**config.mk**
```make
export PLATFORM = sky130hd
export DESIGN_NAME = mxu_input_skew
export DESIGN_NICKNAME = d
export VERILOG_FILES = /design/src/rtl/mxu_input_skew_pkg.sv /design/src/rtl/mxu_input_skew_lane_dly.sv /design/src/rtl/mxu_input_skew.sv
export SDC_FILE = /design/constraint.sdc
export NUM_CORES = 1
export LEC_CHECK = 0
export ABC_AREA = 1
export BUFFER_PORTS_ARGS = -buffer_cell sky130_fd_sc_hd__buf_2
export CAP_MARGIN = 5
export CORE_MARGIN = 5
export CORE_UTILIZATION = 55
export DETAILED_ROUTE_END_ITERATION = 8
export PLACE_DENSITY = 0.73
export SLEW_MARGIN = 15
export SYNTH_ARGS = -nofsm -noshare
export SYNTH_HDL_FRONTEND = slang
export SYNTH_SLANG_ARGS = --single-unit
```
**constraint.sdc**
```tcl
create_clock -name clk -period 1.85 [get_ports clk]
set_input_delay 0.185 -clock clk [delete_from_list [all_inputs] [get_ports clk]]
set_output_delay 0.185 -clock clk [all_outputs]
set_load 0.01 [all_outputs]
```
**src/rtl/mxu_input_skew_pkg.sv**
```systemverilog
// ---------------------------------------------------------------------------
// mxu_input_skew_pkg
// Shared constants and FSM encoding for the MXU input skew block.
//   LANE_NUM        lanes per row beat (one byte each)
//   LANE_WIDTH      bits per lane
//   SKEW_DRAIN_CYC  cycles spent in DRAIN after the last row beat
//   skew_fsm_e      IDLE / FILL / DRAIN state encoding
// ---------------------------------------------------------------------------
package mxu_input_skew_pkg;

  localparam int unsigned LANE_NUM       = 16;
  localparam int unsigned LANE_WIDTH     = 8;
  localparam int unsigned SKEW_DRAIN_CYC = LANE_NUM - 1;

  typedef enum logic [1:0] {
    SKEW_FSM_IDLE  = 2'b00,
    SKEW_FSM_FILL  = 2'b01,
    SKEW_FSM_DRAIN = 2'b10
  } skew_fsm_e;

endpackage

```
**src/rtl/mxu_input_skew_lane_dly.sv**
```systemverilog
// ---------------------------------------------------------------------------
// skew_lane_dly
// Fixed-depth delay line for one MXU lane: {valid, byte} shifts one stage
// every cycle. Synchronous active-low reset and synchronous clear both zero
// every stage; clear is used to flush in-flight data on a new command.
// Ports:
//   i_clk    clock, rising edge
//   i_rst_n  synchronous active-low reset
//   i_clr    synchronous clear of all stages
//   i_din    {vld, data} entering the line
//   o_dout   {vld, data} after DEPTH cycles
// ---------------------------------------------------------------------------
module skew_lane_dly #(
  parameter int unsigned DEPTH      = 1,
  parameter int unsigned LANE_WIDTH = mxu_input_skew_pkg::LANE_WIDTH
) (
  input  logic                  i_clk,
  input  logic                  i_rst_n,
  input  logic                  i_clr,
  input  logic [LANE_WIDTH:0]   i_din,
  output logic [LANE_WIDTH:0]   o_dout
);

  logic [LANE_WIDTH:0] r_stage [DEPTH];

  always_ff @(posedge i_clk) begin
    if (!i_rst_n || i_clr) begin
      for (int unsigned i = 0; i < DEPTH; i++) begin
        r_stage[i] <= '0;
      end
    end else begin
      r_stage[0] <= i_din;
      for (int unsigned i = 1; i < DEPTH; i++) begin
        r_stage[i] <= r_stage[i-1];
      end
    end
  end

  assign o_dout = r_stage[DEPTH-1];

endmodule

```
**src/rtl/mxu_input_skew.sv**
```systemverilog
// ---------------------------------------------------------------------------
// mxu_input_skew
// Re-times 16-lane row beats from the RAM buffer into the diagonal wavefront
// the systolic MXU expects: lane k is delayed by k+1 cycles. Counts the rows
// of one load command, drains the pipeline after the last row and pulses
// skew_done when the last lane-15 byte reaches the MXU.
// Ports:
//   clk, rst_n          clock (rising edge) and synchronous active-low reset
//   ctrl_skew_vld       start of a new load command (restarts at any time)
//   ctrl_skew_row_num   rows in the command, 1..16 (0 behaves as 16)
//   ram_buff_mxu_vld    per-lane valid of the incoming row beat
//   ram_buff_mxu_data   incoming row, lane k in bits [8k+7:8k]
//   skew_mxu_vld        skewed per-lane valid to the MXU
//   skew_mxu_data       skewed data, zero on lanes whose valid is low
//   skew_busy           command in progress (FSM not IDLE)
//   skew_done           one-cycle pulse when the command has fully drained
//   skew_err            sticky: a beat arrived outside FILL
// ---------------------------------------------------------------------------
module mxu_input_skew #(
  parameter int unsigned LANE_NUM      = mxu_input_skew_pkg::LANE_NUM,
  parameter int unsigned LANE_WIDTH    = mxu_input_skew_pkg::LANE_WIDTH,
  parameter int unsigned ROW_CNT_WIDTH = 5
) (
  input  logic                           clk,
  input  logic                           rst_n,
  input  logic                           ctrl_skew_vld,
  input  logic [ROW_CNT_WIDTH-1:0]       ctrl_skew_row_num,
  input  logic [LANE_NUM-1:0]            ram_buff_mxu_vld,
  input  logic [LANE_NUM*LANE_WIDTH-1:0] ram_buff_mxu_data,
  output logic [LANE_NUM-1:0]            skew_mxu_vld,
  output logic [LANE_NUM*LANE_WIDTH-1:0] skew_mxu_data,
  output logic                           skew_busy,
  output logic                           skew_done,
  output logic                           skew_err
);

  import mxu_input_skew_pkg::skew_fsm_e;
  import mxu_input_skew_pkg::SKEW_FSM_IDLE;
  import mxu_input_skew_pkg::SKEW_FSM_FILL;
  import mxu_input_skew_pkg::SKEW_FSM_DRAIN;
  import mxu_input_skew_pkg::SKEW_DRAIN_CYC;

  localparam int unsigned DRAIN_W = (LANE_NUM > 1) ? $clog2(LANE_NUM) : 1;
  localparam logic [ROW_CNT_WIDTH-1:0] ROW_MAX = ROW_CNT_WIDTH'(1 << (ROW_CNT_WIDTH - 1));

  // ------------------------------------------------------------------------
  // Control state
  // ------------------------------------------------------------------------
  skew_fsm_e                r_state;
  logic [ROW_CNT_WIDTH-1:0] r_row_num;
  logic [ROW_CNT_WIDTH-1:0] r_row_cnt;
  logic [DRAIN_W-1:0]       r_drain_cnt;
  logic                     r_err;

  skew_fsm_e                w_state_nxt;
  logic [ROW_CNT_WIDTH-1:0] w_row_num_nxt;
  logic [ROW_CNT_WIDTH-1:0] w_row_cnt_nxt;
  logic [DRAIN_W-1:0]       w_drain_cnt_nxt;
  logic                     w_err_nxt;
  logic                     w_push;
  logic                     w_done;
  logic                     w_beat;
  logic [ROW_CNT_WIDTH-1:0] w_row_inc;
  logic [ROW_CNT_WIDTH-1:0] w_row_tgt;

  assign w_beat    = |ram_buff_mxu_vld;
  assign w_row_inc = r_row_cnt + ROW_CNT_WIDTH'(1);
  // A zero row count is latched as the maximum so the compare stays a plain
  // equality on the full counter width.
  assign w_row_tgt = (ctrl_skew_row_num == '0) ? ROW_MAX : ctrl_skew_row_num;

  always_ff @(posedge clk) begin
    if (!rst_n) begin
      r_state     <= SKEW_FSM_IDLE;
      r_row_num   <= '0;
      r_row_cnt   <= '0;
      r_drain_cnt <= '0;
      r_err       <= 1'b0;
    end else begin
      r_state     <= w_state_nxt;
      r_row_num   <= w_row_num_nxt;
      r_row_cnt   <= w_row_cnt_nxt;
      r_drain_cnt <= w_drain_cnt_nxt;
      r_err       <= w_err_nxt;
    end
  end

  always_comb begin
    w_state_nxt     = r_state;
    w_row_num_nxt   = r_row_num;
    w_row_cnt_nxt   = r_row_cnt;
    w_drain_cnt_nxt = r_drain_cnt;
    w_err_nxt       = r_err;
    w_push          = 1'b0;
    w_done          = 1'b0;

    if (ctrl_skew_vld) begin
      // A start overrides everything this cycle: same-cycle beat is dropped
      // and a coinciding drain completion does not raise skew_done.
      w_state_nxt     = SKEW_FSM_FILL;
      w_row_num_nxt   = w_row_tgt;
      w_row_cnt_nxt   = '0;
      w_drain_cnt_nxt = '0;
      w_err_nxt       = 1'b0;
    end else begin
      unique case (r_state)
        SKEW_FSM_IDLE: begin
          if (w_beat) w_err_nxt = 1'b1;
        end
        SKEW_FSM_FILL: begin
          if (w_beat) begin
            w_push        = 1'b1;
            w_row_cnt_nxt = w_row_inc;
            if (w_row_inc == r_row_num) begin
              w_state_nxt     = SKEW_FSM_DRAIN;
              w_drain_cnt_nxt = DRAIN_W'(SKEW_DRAIN_CYC);
            end
          end
        end
        SKEW_FSM_DRAIN: begin
          if (w_beat) w_err_nxt = 1'b1;
          if (r_drain_cnt == '0) begin
            w_done      = 1'b1;
            w_state_nxt = SKEW_FSM_IDLE;
          end else begin
            w_drain_cnt_nxt = r_drain_cnt - DRAIN_W'(1);
          end
        end
        default: begin
          w_state_nxt = SKEW_FSM_IDLE;
        end
      endcase
    end
  end

  // ------------------------------------------------------------------------
  // Lane delay lines: lane k has k+1 stages. Data is zeroed on entry when
  // its lane valid is low, so the final stage already carries masked data.
  // ------------------------------------------------------------------------
  for (genvar k = 0; k < LANE_NUM; k++) begin : g_lane
    logic                w_lane_vld;
    logic [LANE_WIDTH:0] w_din;
    logic [LANE_WIDTH:0] w_dout;

    assign w_lane_vld = w_push & ram_buff_mxu_vld[k];
    assign w_din      = {w_lane_vld,
                         w_lane_vld ? ram_buff_mxu_data[k*LANE_WIDTH +: LANE_WIDTH] : {LANE_WIDTH{1'b0}}};

    skew_lane_dly #(
      .DEPTH      (k + 1),
      .LANE_WIDTH (LANE_WIDTH)
    ) u_lane_dly (
      .i_clk   (clk),
      .i_rst_n (rst_n),
      .i_clr   (ctrl_skew_vld),
      .i_din   (w_din),
      .o_dout  (w_dout)
    );

    assign skew_mxu_vld[k]                              = w_dout[LANE_WIDTH];
    assign skew_mxu_data[k*LANE_WIDTH +: LANE_WIDTH]    = w_dout[LANE_WIDTH-1:0];
  end

  assign skew_busy = (r_state != SKEW_FSM_IDLE);
  assign skew_done = w_done;
  assign skew_err  = r_err;

endmodule

```
==> flow_summary.json, run 1 <==
{
  "status": "finished, final reports clean",
  "synth_seq_cells": 1241,
  "final_layout_size_suffix_gt1_share_pct": 13.5,
  "cts.path.max_buffers": 3,
  "synth_edf_count": 0,
  "p_per_area_nw_per_um2": 1190,
  "min_period_ns": 1.82,
  "cts_buffers": 114,
  "initial_utilization_pct": 55.5,
  "syn_area_um2": 36500,
  "yosys_most_used_dff": "dfxtp_1",
  "cp_slowest_cell": "dfxtp_2",
  "hold_path.class": "input pin to flop",
  "core-area_um2": 65700,
  "place.port_buffers": 298,
  "first_iter_violations": 1038,
  "cap_violations": 0,
  "clock_latency_ns": 0.65,
  "tightest_slew_ns": 0.406,
  "grt_pass1_vias": 21400,
  "vias_per_cell": 4.03,
  "cellLeakagePower_uw": 0.0173,
  "synth_top_area_cell": "dfxtp_1",
  "preCtsSetupSlack_ns": 0.121,
  "ir_drop_mv": 0.866,
  "fin_crit_sh_pct": 98.5,
  "power_uw": 52500,
  "rsz0062_at_grt": "yes",
  "overflow": 0,
  "ys_top_cells_by_area": "dfxtp_1 (68%), inv_1 (13%), nor2_1 (13%), buf_4 (2.6%), buf_2 (1.5%)",
  "path_clk_slew_ns": 0.06,
  "yosys.area.top_type_share_pct": 68.1,
  "gp_congestion": 0.788,
  "worstPathMaxFanout": 3,
  "area_growth_pct": 20.4,
  "worstSetupStartpointType": "flop",
  "cp-end-kind": "output port",
  "yosys_warnings": 0,
  "cp.arrival_ns": 1.64,
  "synth_nets": 4237,
  "grt_pass1_wl_mm": 98.7,
  "wl_per_cell_um": 10.9,
  "max-slew-margin-rel_pct": 72.9,
  "pin_count": 299,
  "path_cells": "inv_2, ha_4, nand3_4, nor4_4, buf_2",
  "dp.cells": 5060,
  "async_reset_ff_share_pct": 0,
  "dr.pass1.iters": 5,
  "postRouteAntennaNets": 0,
  "r2r_setup_slack_ns": 0.11,
  "cts_tree": "done",
  "chipWidth_um": 268,
  "seq_area_frac_synth_pct": 68.1,
  "rr_startpoint": "r_row_cnt[1]",
  "fp.dieArea_um2": 71600,
  "antenna_found_initial": 4,
  "final_cells": 5438,
  "hold_start": "ram_buff_mxu_data[49]",
  "wl_met2_mm": 28.7,
  "grt_max_degree": 92,
  "whs_endpoint": "g_lane[6].u_lane_dly.r_stage[0][1]",
  "hold_violations": 0,
  "setup_slack_ns": 0.0282,
  "synth_cell_types": 25,
  "min_path_cells": 4,
  "routed.top_layer": "met5",
  "avgSynthCellArea_um2": 8.94,
  "cts.htree.levels": 3,
  "hpwl_mm": 33.1,
  "fillers": 4825,
  "drc": 0,
  "synth.most_common_cell": "inv_1",
  "setup_violations": 0,
  "rows": 94,
  "cts_root_buf": "clkbuf_16",
  "rr_endpoint": "r_drain_cnt[3]",
  "ff_latch_area_um2": 24800,
  "finalSetupTns_ns": 0,
  "multi_input_area_um2": 5360,
  "vias": 21900,
  "drt_wl_total_mm": 59.0,
  "timing.final.max_slew_violations": 0,
  "required_ns": 1.66,
  "synth_common_cells": "inv_1 (1,246), dfxtp_1 (1,241), nor2_1 (1,224)",
  "fmax_ghz": 0.549,
  "fin_worst_skew_ns": 0.0175,
  "routedLengthMet1_mm": 24.9,
  "dr_wl_met3_mm": 3.19,
  "syn_inst": 4083,
  "die_h_um": 268,
  "grt_usage_pct": 16.5,
  "cts_sinks": 1241,
  "nets": 4630,
  "cpPeakStageDelay_ns": 0.33,
  "rr_worst_depth": 10,
  "crit_type": "flop to output port"
}
## metrics by stage
stage / hold WS [ns] / area, um2 / utilization [%]
finish: 0.286 / 44000 / 66.9
global route: 0.272 / 43900 / 66.8
CTS: 0.232 / 43900 / 66.8
detailed placement: 0.397 / 38200 / 58.1
global placement: 0.394 / 38200 / 58.1
floorplan: 0.297 / 36500 / -
## critical path: cells and delay by family, from the launching register on
family	cells	cell delay [ns]
AND/OR/NAND/NOR	2	0.26
adder cells (fa/ha/maj)	1	0.15
flip-flops	1	0.33
buffers and inverters	2	0.25
## where the power goes
group / internal [uW] / total, uW / switching [uW]
clock network: 14600 / 24300 / 9630
registers: 26800 / 26800 / 33.6
logic: 604 / 1370 / 765
total: 42000 / 52500 / 10400
## cells by family (layout without fill, tap and decap cells)
| kind of cell | Yosys count | count (layout) | share of synthesized area, % |
|---|---|---|---|
| fa+ha+maj | 2 | 2 | 0.0685 |
| simple gates | 1302 | 1302 | 14.1 |
| compound gates | 24 | 24 | 0.363 |
| other cells | 0 | 2 | 0 |
| buf+inv | 1514 | 2003 | 17.4 |
| flops | 1241 | 1241 | 68.1 |
## layout by cell type (no fill, tap or decap), types with 2 or more instances in the layout
master         Yosys  layout
nand4_1            6       6
dfxtp_2            0       3
nor2_2             1       2
inv_2             19      20
inv_1           1246    1244
nor3_4            16      16
nand3b_1           2       2
buf_4            126      50
inv_6              0       4
nor2_1          1224    1223
o21ai_0           10       9
ha_4               0       2
bufinv_16          0      14
dlygate4sd3_1      0     156
nand2_1           39      39
nand3_1           10       9
clkbuf_16          0     116
clkbuf_1           8      13
clkinvlp_4         0       5
a21oi_1           11      11
clkinv_2           0      26
diode_2            0       2
clkinv_4           0       3
dfxtp_1         1241    1238
buf_2            108     298
buf_12             1      22
clkbuf_8           0      29
## registers in the layout, indices dropped and copies added, names as in the netlist
signal and cells:
r_drain_cnt 4, r_row_cnt 5, g_lane.u_lane_dly.r_stage 1224, r_row_num 5, skew_err 1, r_state 2
## how the worst max path moves through the flow
| stage | slack [ns] | start | endpoint |
|---|---|---|---|
| global route | -0.06 | r_drain_cnt[1] | skew_done |
| global placement | 0.19 | ram_buff_mxu_vld[10] | g_lane[13].u_lane_dly.r_stage[0][3] |
| floorplan | 0.35 | r_row_cnt[0] | r_drain_cnt[3] |
| detailed placement | 0.12 | r_row_cnt[0] | r_drain_cnt[3] |
| CTS | -0.1 | r_drain_cnt[0] | skew_done |
| finish | 0.03 | r_drain_cnt[1] | skew_done |
## metal layers
| layer | track usage (%) | up-vias |
|---|---|---|
| li1 | - | 11800 |
| met1 | 19.7 | 9520 |
| met2 | 28.5 | 454 |
| met3 | 3.80 | 175 |
| met4 | 7.53 | 6 |
| met5 | 0 | - |
## layout make-up
| cell class | count | share of cell area, % |
|---|---|---|
| clock buffer | 158 | 7.62 |
| inverter | 1265 | 10.8 |
| timing repair buffer | 526 | 8.80 |
| multi-input combinational | 1328 | 12.2 |
| tap | 864 | 2.46 |
| antenna | 2 | 0.0114 |
| sequential | 1241 | 56.5 |
| clock inverter | 54 | 1.56 |
## repair_timing
item | CTS | global route
endpoints found under the hold margin | 155 | 0
gates cloned | 0 | 0
setup buffers | 4 | 4
pin swaps | 1 | 5
setup endpoints to repair | 1 | 5
hold buffers | 156 | 0
gates resized for setup | 9 | 5
No activity file was read; power rests on OpenSTA's default activity.
==> inputs of run 2 (changes only) <==
- clock period: 1.85 -> 2.15 ns (I/O delays scaled with it)
==> run 2 against run 1 <==
  * Utilization decreased by 0.67 points
  * Worst hold slack gained 0.019 ns
  * Combinational power is 21% lower
  * Power down 15%
  * Sequential power down 14%
  * Clock power down 15%
  * Non-clock buffer count fell by 27
  * Critical endpoint is now g_lane[11].u_lane_dly.r_stage[0][6]
  * Largest power group unchanged
  * Highest routed layer unchanged
==> flow_summary.json, run 2 (same netlist as run 1, synthesis figures left out) <==
{
  "fillers": 4946,
  "gp_congestion": 0.798,
  "p_per_area_nw_per_um2": 1030,
  "initial_utilization_pct": 55.5,
  "critPathTopFamily": "buffers and inverters",
  "path_cells": "dlygate4sd3_1, buf_2, nor2_4, inv_8, nor3_4, inv_2, nor2_1, dlygate4sd3_1",
  "pin_count": 299,
  "power_uw": 44800,
  "vias": 21600,
  "overflow": 0,
  "cellLeakagePower_uw": 0.0170,
  "final_layout_size_suffix_gt1_share_pct": 12.3,
  "rr_worst_depth": 8,
  "chipWidth_um": 268,
  "cap_violations": 0,
  "timing.final.max_slew_violations": 0,
  "hold_violations": 0,
  "cts_buffers": 113,
  "multi_input_area_um2": 5330,
  "vias_per_cell": 3.99,
  "max-slew-margin-rel_pct": 58.4,
  "cp.arrival_ns": 2.67,
  "grt_usage_pct": 16.0,
  "fmax_ghz": 0.480,
  "critPathBufInv": 5,
  "worstPathMaxFanout": 32,
  "fp.dieArea_um2": 71600,
  "worstSetupStartpointType": "input pin",
  "critPathMostFrequentCell": "dlygate4sd3_1",
  "setup_violations": 0,
  "cts_sinks": 1241,
  "min_period_ns": 2.08,
  "postRouteAntennaNets": 0,
  "ff_latch_area_um2": 24800,
  "ir_drop_mv": 0.768,
  "dp.cells": 5020,
  "layout_commonest_cell": "inv_1",
  "required_ns": 2.74,
  "place.port_buffers": 298,
  "nets": 4602,
  "design_area_um2": 43500,
  "crit_type": "input pin to flop",
  "cp.depth": 8,
  "cts_tree": "done",
  "first_iter_violations": 1104,
  "final_cells": 5402,
  "min_path_cells": 9,
  "grt_pass1_vias": 20800,
  "tightest_slew_ns": 0.624,
  "placed_area_um2": 37800,
  "wl_per_cell_um": 10.6,
  "rows": 94,
  "area_growth_pct": 19.2,
  "largest_reg_flops": 1224,
  "largest_registers": "g_lane.u_lane_dly.r_stage x1224, r_row_cnt x5, r_row_num x5",
  "regMostFlops": "g_lane.u_lane_dly.r_stage",
  "cp_slowest_cell": "dlygate4sd3_1",
  "status": "finished, final reports clean",
  "drt_wl_total_mm": 57.4,
  "grt_pass1_wl_mm": 96.1,
  "cts.htree.levels": 3,
  "die_h_um": 268,
  "clock_latency_ns": 0.65,
  "antenna_found_initial": 3,
  "fin_crit_sh_pct": 96.9,
  "insertedDiodeCount": 0,
  "core-area_um2": 65700,
  "drc": 0,
  "hold_path.class": "input pin to flop",
  "cp-end-kind": "flop",
  "mostFrequentLayoutCells": "inv_1 (1,246), dfxtp_1 (1,241), nor2_1 (1,224)",
  "hpwl_mm": 31.4,
  "path_clk_slew_ns": 0.06,
  "cts.path.max_buffers": 3,
  "dr.pass1.iters": 7,
  "cpPeakStageDelay_ns": 0.58,
  "cts_root_buf": "clkbuf_16",
  "fin_worst_skew_ns": 0.0215,
  "grt_max_degree": 143
}
[run 2: changes by cell type in the layout (fill, tap and decap cells not counted), moves of 3 or more]
cell | previous run | this run
clkinvlp_4 | 5 | 9
buf_12 | 22 | 9
clkbuf_8 | 29 | 22
dfxtp_2 | 3 | 0
clkbuf_1 | 13 | 17
inv_6 | 4 | 1
clkinv_2 | 26 | 21
dfxtp_1 | 1238 | 1241
buf_4 | 50 | 20
dlygate4sd3_1 | 156 | 172
[run 2: stage by stage]
| stage | TNS (ns) | setup slack [ns] | util (%) | hold WS [ns] |
|---|---|---|---|---|
| finish | 0 | 0.0663 | 66.2 | 0.305 |
| global route | -0.0233 | -0.0233 | 66.2 | 0.290 |
| CTS | 0 | 0.0325 | 66.1 | 0.129 |
| detailed placement | 0 | 0.249 | 57.4 | 0.397 |
| global placement | 0 | 0.298 | 57.4 | 0.394 |
| floorplan | 0 | 0.650 | - | 0.327 |
[run 2: layout make-up]
cell class / instances / share of cell area (%)
clock buffer: 154 / 7.46
clock inverter: 51 / 1.64
inverter: 1265 / 10.9
multi-input combinational: 1328 / 12.2
sequential: 1241 / 57.1
tap: 864 / 2.48
timing repair buffer: 499 / 8.14
[run 2: worst reg2reg max path: cells and delay by family (launching register included)]
kind | cells | cell delay, ns
buffers and inverters | 4 | 0.99
flip-flops | 1 | 0.37
AND/OR/NAND/NOR | 4 | 0.60
[run 2: per-layer routing]
| layer | vias to the layer above | global-route usage, % | part of all wire [%] |
|---|---|---|---|
| met5 | - | 0 | 0.059 |
| met3 | 145 | 3.92 | 5.7 |
| met2 | 456 | 27.2 | 48 |
| li1 | 11700 | - | - |
| met4 | 6 | 7.37 | 3.8 |
| met1 | 9274 | 19.2 | 42 |
[run 2: path summary, 6_finish.rpt]
path | start | endpoint | slack, ns
setup / recovery | ctrl_skew_vld | g_lane[11].u_lane_dly.r_stage[0][6] | 0.07
hold / removal | ram_buff_mxu_vld[13] | skew_err | 0.30
setup reg to reg | r_state[0] | g_lane[9].u_lane_dly.r_stage[0][7] | 0.13
hold reg to reg | g_lane[15].u_lane_dly.r_stage[0][83] | g_lane[15].u_lane_dly.r_stage[0][92] | 0.39
[run 2: timing repair]
item | in CTS | in global routing
endpoints found under the setup margin | 1 | 14
setup buffers | 0 | 5
pin swaps | 0 | 2
gates resized for setup | 1 | 3
hold buffers | 172 | 0
endpoints found under the hold margin | 154 | 0
[run 2: report_power, final]
part	switching, uW	internal [uW]	total [uW]	leakage, uW
clock	8210	12400	20600	0.00193
combinational	635	446	1080	0.00511
sequential	28.4	23100	23100	0.0100
